[src/rtl/chunked_adder_if.sv]
// Operand/result handshake bundle for chunked_adder.
// The sub line exists only when ADDER_SUB_EN is defined.
interface chunked_adder_if #(
  parameter int WIDTH = 16
);
  logic             in_valid;
  logic             in_ready;
  logic [WIDTH-1:0] a;
  logic [WIDTH-1:0] b;
  logic             cin;
`ifdef ADDER_SUB_EN
  logic             sub;
`endif
  logic             out_valid;
  logic             out_ready;
  logic [WIDTH-1:0] sum;
  logic             cout;
  logic             ovf;

`ifdef ADDER_SUB_EN
  modport master (
    output in_valid, a, b, cin, sub, out_ready,
    input  in_ready, out_valid, sum, cout, ovf
  );
  modport slave (
    input  in_valid, a, b, cin, sub, out_ready,
    output in_ready, out_valid, sum, cout, ovf
  );
`else
  modport master (
    output in_valid, a, b, cin, out_ready,
    input  in_ready, out_valid, sum, cout, ovf
  );
  modport slave (
    input  in_valid, a, b, cin, out_ready,
    output in_ready, out_valid, sum, cout, ovf
  );
`endif
endinterface

[src/rtl/chunked_adder.sv]
// Multi-cycle ripple adder: CHUNK bits per clock, LSB chunk first.
// Define ADDER_SUB_EN to add the sub (a - b) operation.
module chunked_adder #(
  parameter int WIDTH = 16,
  parameter int CHUNK = 4
) (
  input logic           clk,
  input logic           rst,
  chunked_adder_if.slave bus
);
  localparam int NCHUNK = WIDTH / CHUNK;
  localparam int IW =
    (NCHUNK > 1) ? $clog2(NCHUNK) : 1;
  localparam logic [IW-1:0] LAST =
    IW'(NCHUNK - 1);

  generate
    if (WIDTH % CHUNK != 0) begin : g_bad
      $error("WIDTH must be a multiple of CHUNK");
    end
  endgenerate

  typedef enum logic [1:0] {
    IDLE, RUN, DONE
  } state_t;

  state_t           state_q, state_d;
  logic [IW-1:0]    idx_q, idx_d;
  logic [WIDTH-1:0] a_q, a_d;
  logic [WIDTH-1:0] b_q, b_d;
  logic             carry_q, carry_d;
  logic [WIDTH-1:0] sum_q, sum_d;
  logic             cout_q, cout_d;
  logic             ovf_q, ovf_d;
  logic             in_ready_q, in_ready_d;
  logic             out_valid_q, out_valid_d;

  logic [CHUNK-1:0] a_ch, b_ch;
  logic [CHUNK:0]   add;
  logic             b_inv, c_init;

  always_comb begin
    b_inv  = 1'b0;
    c_init = bus.cin;
`ifdef ADDER_SUB_EN
    // Subtract as a + ~b + 1.
    b_inv  = bus.sub;
    c_init = bus.sub | bus.cin;
`endif
  end

  always_comb begin
    a_ch = a_q[int'(idx_q)*CHUNK +: CHUNK];
    b_ch = b_q[int'(idx_q)*CHUNK +: CHUNK];
    add  = {1'b0, a_ch} + {1'b0, b_ch}
         + {{CHUNK{1'b0}}, carry_q};

    state_d     = state_q;
    idx_d       = idx_q;
    a_d         = a_q;
    b_d         = b_q;
    carry_d     = carry_q;
    sum_d       = sum_q;
    cout_d      = cout_q;
    ovf_d       = ovf_q;
    in_ready_d  = in_ready_q;
    out_valid_d = out_valid_q;

    unique case (state_q)
      IDLE: begin
        if (bus.in_valid) begin
          a_d        = bus.a;
          b_d        = b_inv ? ~bus.b : bus.b;
          carry_d    = c_init;
          idx_d      = '0;
          in_ready_d = 1'b0;
          state_d    = RUN;
        end
      end
      RUN: begin
        sum_d[int'(idx_q)*CHUNK +: CHUNK] =
          add[CHUNK-1:0];
        carry_d = add[CHUNK];
        idx_d   = idx_q + IW'(1);
        if (idx_q == LAST) begin
          cout_d = add[CHUNK];
          // a^b^s recovers the carry into the MSB.
          ovf_d  = a_ch[CHUNK-1] ^ b_ch[CHUNK-1]
                 ^ add[CHUNK-1] ^ add[CHUNK];
          idx_d       = '0;
          out_valid_d = 1'b1;
          state_d     = DONE;
        end
      end
      DONE: begin
        if (bus.out_ready) begin
          out_valid_d = 1'b0;
          in_ready_d  = 1'b1;
          state_d     = IDLE;
        end
      end
      default: begin
        out_valid_d = 1'b0;
        in_ready_d  = 1'b1;
        state_d     = IDLE;
      end
    endcase
  end

  always_ff @(posedge clk or posedge rst) begin
    if (rst) begin
      state_q     <= IDLE;
      idx_q       <= '0;
      a_q         <= '0;
      b_q         <= '0;
      carry_q     <= 1'b0;
      sum_q       <= '0;
      cout_q      <= 1'b0;
      ovf_q       <= 1'b0;
      in_ready_q  <= 1'b1;
      out_valid_q <= 1'b0;
    end else begin
      state_q     <= state_d;
      idx_q       <= idx_d;
      a_q         <= a_d;
      b_q         <= b_d;
      carry_q     <= carry_d;
      sum_q       <= sum_d;
      cout_q      <= cout_d;
      ovf_q       <= ovf_d;
      in_ready_q  <= in_ready_d;
      out_valid_q <= out_valid_d;
    end
  end

  assign bus.in_ready  = in_ready_q;
  assign bus.out_valid = out_valid_q;
  assign bus.sum       = sum_q;
  assign bus.cout      = cout_q;
  assign bus.ovf       = ovf_q;
endmodule

[src/flat_wrapper.sv]
// flat-port wrapper written by rule: the top's interface ports become plain ports
module chunked_adder_flat 
#(
  parameter int WIDTH = 16,
  parameter int CHUNK = 4
)
  (clk, rst, bus_in_valid, bus_a, bus_b, bus_cin, bus_out_ready, bus_in_ready, bus_out_valid, bus_sum, bus_cout, bus_ovf);
  chunked_adder_if #(.WIDTH(WIDTH)) bus_i ();
  input logic clk;
  input logic rst;
  input wire logic [$bits(bus_i.in_valid)-1:0] bus_in_valid;
  input wire logic [$bits(bus_i.a)-1:0] bus_a;
  input wire logic [$bits(bus_i.b)-1:0] bus_b;
  input wire logic [$bits(bus_i.cin)-1:0] bus_cin;
  input wire logic [$bits(bus_i.out_ready)-1:0] bus_out_ready;
  output wire logic [$bits(bus_i.in_ready)-1:0] bus_in_ready;
  output wire logic [$bits(bus_i.out_valid)-1:0] bus_out_valid;
  output wire logic [$bits(bus_i.sum)-1:0] bus_sum;
  output wire logic [$bits(bus_i.cout)-1:0] bus_cout;
  output wire logic [$bits(bus_i.ovf)-1:0] bus_ovf;
  assign bus_i.in_valid = bus_in_valid;
  assign bus_i.a = bus_a;
  assign bus_i.b = bus_b;
  assign bus_i.cin = bus_cin;
  assign bus_i.out_ready = bus_out_ready;
  assign bus_in_ready = bus_i.in_ready;
  assign bus_out_valid = bus_i.out_valid;
  assign bus_sum = bus_i.sum;
  assign bus_cout = bus_i.cout;
  assign bus_ovf = bus_i.ovf;
  chunked_adder #(.WIDTH(WIDTH), .CHUNK(CHUNK)) u_core (.clk(clk), .rst(rst), .bus(bus_i));
endmodule
[config.mk]
export PLATFORM = sky130hd
export DESIGN_NAME = chunked_adder_flat
export DESIGN_NICKNAME = d
export VERILOG_FILES = /design/src/rtl/chunked_adder_if.sv /design/src/rtl/chunked_adder.sv /design/src/flat_wrapper.sv
export SDC_FILE = /design/constraint.sdc
export NUM_CORES = 1
export LEC_CHECK = 0
export CORE_MARGIN = 5
export CORE_UTILIZATION = 45
export DETAILED_ROUTE_END_ITERATION = 16
export PLACE_DENSITY = 0.78
export SLEW_MARGIN = 30
export SYNTH_ARGS = -nofsm -noshare
export SYNTH_HDL_FRONTEND = slang
export SYNTH_SLANG_ARGS = --single-unit
[constraint.sdc]
create_clock -name clk -period 3 [get_ports clk]
set_clock_uncertainty 0.2 [all_clocks]
set_input_delay 0.45 -clock clk [delete_from_list [all_inputs] [get_ports clk]]
set_output_delay 0.45 -clock clk [all_outputs]
set_load 0.005 [all_outputs]
==> key figures <==
Place
  • Hpwl dp: 3920 µm
  • RePlAce Congestion: 0.819
  • Cells after DPL: 306
  • Port-buffer cells: 56

Synth
  • Synth top cells by count: dfrtp_1, mux2_2, a22o_1
  • Syn_nets: 227
  • EDFF count, synth: 0
  • Part of the Yosys area used for sequential elements: 55.0%
  • Syn_area_per_cell: 14.5 µm²
  • Top cell type's share of synthesized area: 54.0%
  • Async S/R FF share, synth: 100%
  • Cell Area, Synth: 2590 µm²
  • #FFs+latches synth: 57
  • Synthesized netlist cell count: 179
  • Top cells by area, synth: dfrtp_1, mux2_2, mux4_2
  • Post-synth top area cell: dfrtp_1
  • Yosys warns: 0
  • Most common cell in the synthesized netlist: dfrtp_1
  • Synth unique cells: 32
  • Ys flop type: dfrtp_1

Global routing
  • Total Routing Usage GR: 16.1%
  • Largest net degree at the start of global routing: 58
  • Global route overflow: 0
  • First-pass GRT wire length: 8950 µm
  • Antenna violations before repair: 0
  • Vias in the first global route: 1851

Floorplanning
  • Starting Density: 46.8%
  • I/O pin total: 57
  • Die Height: 85.9 µm
  • Total die area: 7390 µm²
  • Core Rows: 27
  • Core area: 5540 µm²
  • DIE WIDTH: 85.9 µm

Worst hold path
  • Hold Startpoint: u_core.bus.cout
  • Worst min-delay path category: reg2reg

Timing
  • Worst hold slack: 0.292 ns
  • Hold Vio Cnt, Final: 0
  • Relative slew slack: 52.2%
  • Fmax: 357 MHz
  • Tcrit/Tclk final: 93.4%
  • Setup-failing EPs final: 0
  • Unrepaired setup endpoints after global routing: false
  • Tmin final: 2.80 ns
  • Worst slew pin tran: 0.716 ns
  • Final TNS setup: 0 ns
  • Final slew viol count: 0

Worst setup path
  • CP Launch Point: u_core.idx_q[0]
  • CP arrival: 2.81 ns
  • R2R setup slack: 0.20 ns
  • RR Startpoint: u_core.idx_q[0]
  • Critical path startpoint category: flip-flop
  • R2R cell count: 7
  • Crit path capture: u_core.bus.ovf
  • CP endpoint kind: flip-flop
  • Crit Path Max Fanout: 4
  • Worst EP required: 3.01 ns
  • Worst R2R End: u_core.bus.ovf
  • WS Path Type: reg2reg

Route
  • Via count: 1658
  • Vias per cell: 5.15
  • DR WL/cell: 16.3 µm
  • DR DRC count: 0
  • WL final: 5240 µm
  • Post-route antenna net violation count: 0
  • DRT iter0 DRCs: 66
  • Drt pass-1 iters: 4

Finish
  • Utilization of the core after routing: 61.9%
  • Multi-input logic area: 1110 µm²
  • Area Growth Syn to Fin: 32.3%
  • Final cell count without fillers: 322
  • Fillers: 440
  • # diodes: 0
  • FF+latch area: 1430 µm²
  • Share of layout cells above drive strength 1: 26.8%
  • Final nets: 293

CTS
  • CTS tree: yes
  • Clock-pin slew on the worst setup and hold paths: 0.07 ns
  • CTS Sinks: 57
  • Hold-fix buffers, CTS: 0
  • CTS Buffer Depth: 2
  • Max H-tree Level: 3
  • Clock root cell: clkbuf_8
  • CTS Buf Count: 9
  • Worst-Skew Late Latency: 0.34 ns
  • Post-CTS sizing: 0
  • Number of post-CTS setup repair buffers: 0

Outcome
  • Outcome: completed

Power and ir drop
  • VDD IR-drop max: 619 µV
  • Pwr dens: 1180 nW/µm²
  • LEAKAGE: 1.48 nW
  • Total power: 0.00406 W

Run
  • Max Cap Viol: 0
[kinds of logic (layout without fill, tap and decap cells)]
| kind of cell | after synthesis | count (layout) | share of synthesized area (%) |
|---|---|---|---|
| buffers and inverters | 9 | 80 | 2.22 |
| AO/OA/AOI/OAI | 30 | 30 | 8.49 |
| flip-flops | 57 | 57 | 55.0 |
| multiplexers | 40 | 40 | 20.8 |
| adder cells (fa/ha/maj) | 11 | 11 | 5.88 |
| AND/OR/NAND/NOR | 29 | 29 | 6.56 |
| XOR/XNOR | 3 | 3 | 1.01 |
[flip-flops by register name, summed over array words and instances, names as in the netlist]
signal and cells:
u_core.a_q 16, u_core.b_q 16, u_core.bus.sum 16, u_core.idx_q 2, u_core.state_q 2, u_core.bus.cout 1, u_core.bus.in_ready 1, u_core.bus.out_valid 1
u_core.bus.ovf 1, u_core.carry_q 1
[where the power goes]
| group | leakage [nW] | internal [W] | switching [W] |
|---|---|---|---|
| clock | 0.102 | 0.000399 | 0.000305 |
| sequential | 0.703 | 0.00113 | 0.000233 |
| combinational | 0.670 | 0.00104 | 0.000953 |
[worst min-delay path by stage]
stage	end	cells after the start
CTS	u_core.bus.cout	2
detailed placement	u_core.bus.sum[2]	2
global route	u_core.a_q[2]	1
global placement	u_core.bus.sum[2]	2
floorplan	u_core.bus.sum[2]	2
finish	u_core.bus.cout	2
[metrics by stage]
| step | instance area (µm²) | setup slack, ns |
|---|---|---|
| finish | 3430 | 0.199 |
| global route | 3430 | 0.0456 |
| CTS | 3430 | 0.176 |
| detailed placement | 3240 | 0.190 |
| global placement | 3240 | 0.276 |
| floorplan | 2600 | 0.0654 |
[worst max-delay path, cell delays in order (launching register included)]
cell	delay (ns)
dfrtp_1	0.43
mux4_2	0.54
fa_1	0.44
fa_1	0.42
a21o_1	0.18
a21oi_1	0.24
xnor2_1	0.15
o21ai_0	0.09
[per-layer routing]
layer	global-route usage, %	up-vias	routed length, µm
li1	-	794	-
met3	7.01	7	361
met1	18.5	807	2160
met4	6.04	0	94
met2	26.6	50	2620
met5	0	-	0
[final cells by class]
type	instances	share of cell area [%]
Clock buffer	10	4.01
Clock inverter	6	1.68
Inverter	3	0.328
Multi-Input combinational cell	113	32.3
Sequential cell	57	41.6
Tap cell	72	2.62
Timing Repair Buffer	61	17.4
[cells in the final DEF, fill, tap and decap left out, drive strengths merged]
cell type,instances
mux2,32
ha,9
xnor2,2
o21ai,5
nor2,5
o22ai,1
dfstp,1
nor4,1
mux4,8
a21o,2
and3,2
clkinv,4
fa,2
nand2,14
buf,5
a22o,15
a21oi,4
nand2b,2
nor3,1
dfrtp,56
a22oi,1
clkbuf,10
inv,3
clkinvlp,1
nor3b,2
clkdlybuf4s50,56
bufinv,1
o31ai,2
xor2,1
nand3,1
nor2b,1
No activity file was read; power rests on OpenSTA's default activity.
